### config.mk
export PLATFORM = sky130hd
export DESIGN_NAME = call_return_stack
export DESIGN_NICKNAME = d
export VERILOG_FILES = /design/src/rtl/call_return_stack.sv
export SDC_FILE = /design/constraint.sdc
export NUM_CORES = 1
export LEC_CHECK = 0
export BUFFER_PORTS_ARGS = -buffer_cell sky130_fd_sc_hd__buf_4
export CAP_MARGIN = 40
export CORE_MARGIN = 10
export CORE_UTILIZATION = 40
export DETAILED_ROUTE_END_ITERATION = 8
export GPL_ROUTABILITY_DRIVEN = 0
export GPL_TIMING_DRIVEN = 0
export PLACE_DENSITY = 0.69
export SLEW_MARGIN = 20
export SYNTH_ARGS = -nofsm -noshare
export SYNTH_HDL_FRONTEND = slang
export SYNTH_SLANG_ARGS = --single-unit
### constraint.sdc
create_clock -name clk_i -period 4.47 [get_ports clk_i]
set_input_delay 0.2235 -clock clk_i [delete_from_list [all_inputs] [get_ports clk_i]]
set_output_delay 0.2235 -clock clk_i [all_outputs]
set_load 0.02 [all_outputs]
### src/rtl/call_return_stack.sv
// Return-address stack: LIFO of ADDR_W-bit return addresses with full/empty, sticky errors and flush.
// Optional build macro RAS_WRAP_EN: circular storage, so a push while full overwrites the oldest entry.
module call_return_stack #(
  parameter int unsigned       ADDR_W  = 8,
  parameter int unsigned       DEPTH   = 16,
  parameter logic [ADDR_W-1:0] SP_INIT = ADDR_W'(8'hFF)
) (
  input  logic                     clk_i,
  input  logic                     rst_i,
  input  logic                     push_i,
  input  logic [ADDR_W-1:0]        push_addr_i,
  input  logic                     pop_i,
  input  logic                     flush_i,
  input  logic                     clr_err_i,
  output logic [ADDR_W-1:0]        pop_addr_o,
  output logic                     pop_valid_o,
  output logic [ADDR_W-1:0]        top_addr_o,
  output logic [$clog2(DEPTH):0]   count_o,
  output logic                     full_o,
  output logic                     empty_o,
  output logic [ADDR_W-1:0]        sp_mirror_o,
  output logic                     overflow_o,
  output logic                     underflow_o
);

  localparam int unsigned PW = $clog2(DEPTH);
  localparam int unsigned CW = PW + 1;
  localparam logic [CW-1:0] FULL_CNT = CW'(DEPTH);

  logic [ADDR_W-1:0] mem_q [DEPTH];
  logic [CW-1:0]     count_q, count_d;
  logic [ADDR_W-1:0] pop_addr_q, pop_addr_d;
  logic              pop_valid_q, pop_valid_d;
  logic              overflow_q, overflow_d;
  logic              underflow_q, underflow_d;
  logic              new_ovf, new_unf;
  logic              mem_we;
  logic [PW-1:0]     mem_widx;
  logic [PW-1:0]     tail_idx, top_idx;
  logic              full, empty;

`ifdef RAS_WRAP_EN
  logic [PW-1:0]     base_q, base_d;
  // Logical slot k lives at base+k; when full, tail_idx wraps onto the oldest entry.
  assign tail_idx = base_q + count_q[PW-1:0];
`else
  assign tail_idx = count_q[PW-1:0];
`endif
  assign top_idx = tail_idx - PW'(1);

  assign full  = (count_q == FULL_CNT);
  assign empty = (count_q == '0);

  assign count_o     = count_q;
  assign full_o      = full;
  assign empty_o     = empty;
  assign pop_addr_o  = pop_addr_q;
  assign pop_valid_o = pop_valid_q;
  assign overflow_o  = overflow_q;
  assign underflow_o = underflow_q;
  assign top_addr_o  = empty ? '0 : mem_q[top_idx];
  assign sp_mirror_o = SP_INIT - ADDR_W'(count_q);

  always_comb begin
    count_d     = count_q;
    pop_addr_d  = pop_addr_q;
    pop_valid_d = 1'b0;
    mem_we      = 1'b0;
    mem_widx    = tail_idx;
    new_ovf     = 1'b0;
    new_unf     = 1'b0;
`ifdef RAS_WRAP_EN
    base_d      = base_q;
`endif
    if (flush_i) begin
      count_d = '0;
`ifdef RAS_WRAP_EN
      base_d  = '0;
`endif
    end else if (push_i && pop_i) begin
      if (empty) begin
        new_unf = 1'b1;
        mem_we  = 1'b1;
        count_d = CW'(1);
      end else begin
        // Return the old top and replace it in place; depth is unchanged.
        pop_addr_d  = mem_q[top_idx];
        pop_valid_d = 1'b1;
        mem_we      = 1'b1;
        mem_widx    = top_idx;
      end
    end else if (push_i) begin
      if (!full) begin
        mem_we  = 1'b1;
        count_d = count_q + CW'(1);
      end else begin
        new_ovf = 1'b1;
`ifdef RAS_WRAP_EN
        mem_we  = 1'b1;
        base_d  = base_q + PW'(1);
`endif
      end
    end else if (pop_i) begin
      if (empty) begin
        new_unf = 1'b1;
      end else begin
        pop_addr_d  = mem_q[top_idx];
        pop_valid_d = 1'b1;
        count_d     = count_q - CW'(1);
      end
    end
    overflow_d  = (overflow_q  & ~clr_err_i) | new_ovf;
    underflow_d = (underflow_q & ~clr_err_i) | new_unf;
  end

  always_ff @(posedge clk_i) begin
    if (rst_i) begin
      count_q     <= '0;
      pop_addr_q  <= '0;
      pop_valid_q <= 1'b0;
      overflow_q  <= 1'b0;
      underflow_q <= 1'b0;
`ifdef RAS_WRAP_EN
      base_q      <= '0;
`endif
    end else begin
      count_q     <= count_d;
      pop_addr_q  <= pop_addr_d;
      pop_valid_q <= pop_valid_d;
      overflow_q  <= overflow_d;
      underflow_q <= underflow_d;
`ifdef RAS_WRAP_EN
      base_q      <= base_d;
`endif
    end
  end

  // Entry storage carries no reset; contents only matter below count.
  always_ff @(posedge clk_i) begin
    if (mem_we && !rst_i) begin
      mem_q[mem_widx] <= push_addr_i;
    end
  end

endmodule
==> impl_metrics.env <==
export IMPL_run_status="completed"
export IMPL_pin_count_of_the_biggest_net_entering_global_routing=17
export IMPL_clock_latency_ns=0.42
export IMPL_cts_reportedPaths_clkPinSlew_ns=0.06
export IMPL_via_count_of_the_first_global_routing_pass=3360
export IMPL_critical_path_class="register to output pin"
export IMPL_final_core_util_pct=49.6
export IMPL_setup_violations=0
export IMPL_worst_vdd_ir_v=0.000278
export IMPL_port_buffers=44
export IMPL_grt_antenna_before_repair=0
export IMPL_seq_area_frac_synth_pct=69.6
export IMPL_final_layout_size_suffix_gt1_share_pct=32.9
export IMPL_fp_dieH_um=142
export IMPL_final_seq_area_mm2=0.00416
export IMPL_area_growth_synth_to_final_pct=21.0
export IMPL_count_of_yosys_warnings_during_synthesis=0
export IMPL_antenna_cells=0
export IMPL_synth_cell_types=41
export IMPL_placeableCoreArea_mm2=0.0146
export IMPL_fillers=1164
export IMPL_min_delay_path_class="input pin to register"
export IMPL_number_of_levels_the_h_tree_was_split_into=4
export IMPL_die_x_um=142
export IMPL_detail_route_iter0_violations=343
export IMPL_synth_ff_latch_count=144
export IMPL_maximum_clock_rate_mhz=249
export IMPL_power_per_cell_area_mw_per_mm2=458
export IMPL_final_max_slew_viol_count=0
export IMPL_boundaryPins=48
export IMPL_max_slew_margin_rel_pct=45.3
export IMPL_first_pass_detailed_route_iteration_total=5
export IMPL_cts_root_buf="sky130_fd_sc_hd__clkbuf_16"
export IMPL_tritoncts_clock_tree="built"
export IMPL_cts_sink_count=144
export IMPL_global_route_wire_length_before_repair_mm=19.8
export IMPL_synthCells=340
export IMPL_timing_critical_path_fanout_max=10
export IMPL_vias_per_cell=5.45
export IMPL_via_count=3318
export IMPL_critical_path_arrival_ns=3.79
export IMPL_crit_path_start_kind="register"
export IMPL_layout_cells_most_common="sky130_fd_sc_hd__edfxtp_1"
export IMPL_cts_inserted_buffers=17
export IMPL_synthTopCellsByArea="sky130_fd_sc_hd__edfxtp_1 (64%), sky130_fd_sc_hd__mux4_2 (12%), sky130_fd_sc_hd__dfxtp_1 (5.4%)"
export IMPL_clock_skew_final_ns=0.0110
export IMPL_grt_ovfl_total=0
export IMPL_die_area_mm2=0.0203
export IMPL_totalWireLength_mm=12.9
export IMPL_synthesized_area_mm2=0.00598
export IMPL_post_dp_hpwl_mm=8.62
export IMPL_cp_data_required_time_ns=4.25
export IMPL_grt_setup_unrepaired="no"
export IMPL_static_leakage_power_nw=2.60
export IMPL_hold_violations=0
export IMPL_synthDominantAreaCellType="sky130_fd_sc_hd__edfxtp_1"
export IMPL_final_period_minus_worst_setup_slack_ns=4.01
export IMPL_max_cap_violations=0
export IMPL_wire_per_inst_um=21.3
export IMPL_clock_path_buffers=2
export IMPL_post_synth_top_area_fraction_pct=64.2
export IMPL_drc=0
export IMPL_syn_area_per_cell_um2=17.6
export IMPL_multi_input_area_mm2=0.00169
export IMPL_layout_common_cells="sky130_fd_sc_hd__edfxtp_1 (128), sky130_fd_sc_hd__buf_4 (55), sky130_fd_sc_hd__mux4_2 (32)"
export IMPL_worst_setup_path_end_kind="output pin"
export IMPL_timing_setup_tns_ns=0
export IMPL_final_clock_period_utilization_by_the_worst_path_pct=89.8
export IMPL_fin_nets=432
export IMPL_row_count=44
export IMPL_drtAntennaViolNets=0
export IMPL_initial_core_util_pct=41.0
export IMPL_worst_pin_slew_ns=0.817
export IMPL_grt_usage_pct=13.0
==> Yosys cell counts, drive strengths merged <==
master  number
dfxtp       16
a22oi        3
a31oi        5
buf         12
ha           5
fa           1
nand4        2
or3          1
mux4        32
xnor2        3
inv          9
and4bb       1
nor3         6
and2         1
a2111o       1
mux2i       16
edfxtp     128
o22ai        9
o21a         1
conb         1
nand2       11
nand3b       1
xor2         2
and3b        2
nor2        30
or2          1
nand2b       5
a21o        11
a21oi        7
mux2         9
a211oi       1
o21ai        1
or4b         1
clkbuf       5
==> through the flow <==
step | worst slack (ns) | instances | hold WS, ns | instance area [um^2] | power, W
after floorplan | 1.24 | 342 | 0.293 | 5990 | 0.00172
after global placement | 0.573 | 570 | 0.419 | 6550 | 0.00183
after detailed placement | 0.612 | 570 | 0.423 | 6550 | 0.00184
after CTS | 0.160 | 603 | 0.0661 | 7190 | 0.00333
after global routing | 0.207 | 609 | 0.0859 | 7240 | 0.00342
final | 0.456 | 609 | 0.0754 | 7240 | 0.00332
==> critical path, cell delays in order, from the launching register on <==
cell	delay (ns)
sky130_fd_sc_hd__dfxtp_1	0.50
sky130_fd_sc_hd__clkbuf_2	0.35
sky130_fd_sc_hd__inv_1	0.22
sky130_fd_sc_hd__ha_1	0.32
sky130_fd_sc_hd__buf_2	0.25
sky130_fd_sc_hd__clkbuf_1	0.53
sky130_fd_sc_hd__mux4_2	0.44
sky130_fd_sc_hd__mux2i_1	0.32
sky130_fd_sc_hd__mux2_2	0.23
sky130_fd_sc_hd__nor2_1	0.05
sky130_fd_sc_hd__buf_4	0.15
==> routing by layer <==
| metal | GRT usage, % | part of all wire, % |
|---|---|---|
| met5 | 0 | 0 |
| met4 | 4.95 | 1.8 |
| met3 | 3.94 | 7.3 |
| met2 | 19.4 | 48 |
| met1 | 17.6 | 43 |
==> where the power goes <==
part	switching (W)	total, W	internal [W]
Sequential	0.00000840	0.00148	0.00148
Combinational	0.000187	0.000326	0.000139
Clock	0.000560	0.00151	0.000947
==> worst paths after layout <==
kind	start	to	slack (ns)	cells past startpoint
max	count_o[0]	top_addr_o[5]	0.46	10
min	clr_err_i	underflow_o	0.08	3
max reg2reg	count_o[0]	mem_q[8][6]	0.90	7
min reg2reg	pop_addr_o[0]	pop_addr_o[0]	0.45	1
==> sequential cells by signal (all words and copies together), names as in the netlist <==
register,cells
pop_valid_o,1
mem_q,128
pop_addr_o,8
underflow_o,1
count_o,5
overflow_o,1
==> timing repair <==
action	CTS	global route
hold endpoints to repair	2	0
resized for setup	0	1
buffers inserted	0	0
hold buffers	1	0
endpoints found under the setup margin	0	8
==> cell families after synthesis <==
logic type                 count (synthesis)  share of synthesized area [%]
AOI/OAI and AO/OA                         39                           4.50
xor gates and xnor gates                   5                          0.858
adders and majority gates                  6                           1.38
other                                      1                         0.0627
and+or+nand+nor                           62                           4.91
buffers and inverters                     26                           2.28
DFF                                      144                           69.6
muxes                                     57                           16.4
==> cell type report <==
class | instances | area share (%)
Sequential cell | 144 | 57.5
Multi-Input combinational cell | 172 | 23.3
Clock buffer | 18 | 5.93
Timing Repair Buffer | 51 | 5.32
Tap cell | 184 | 3.18
Clock inverter | 14 | 2.82
Buffer | 17 | 1.43
Inverter | 9 | 0.467
(Power assumes the default switching activity.)
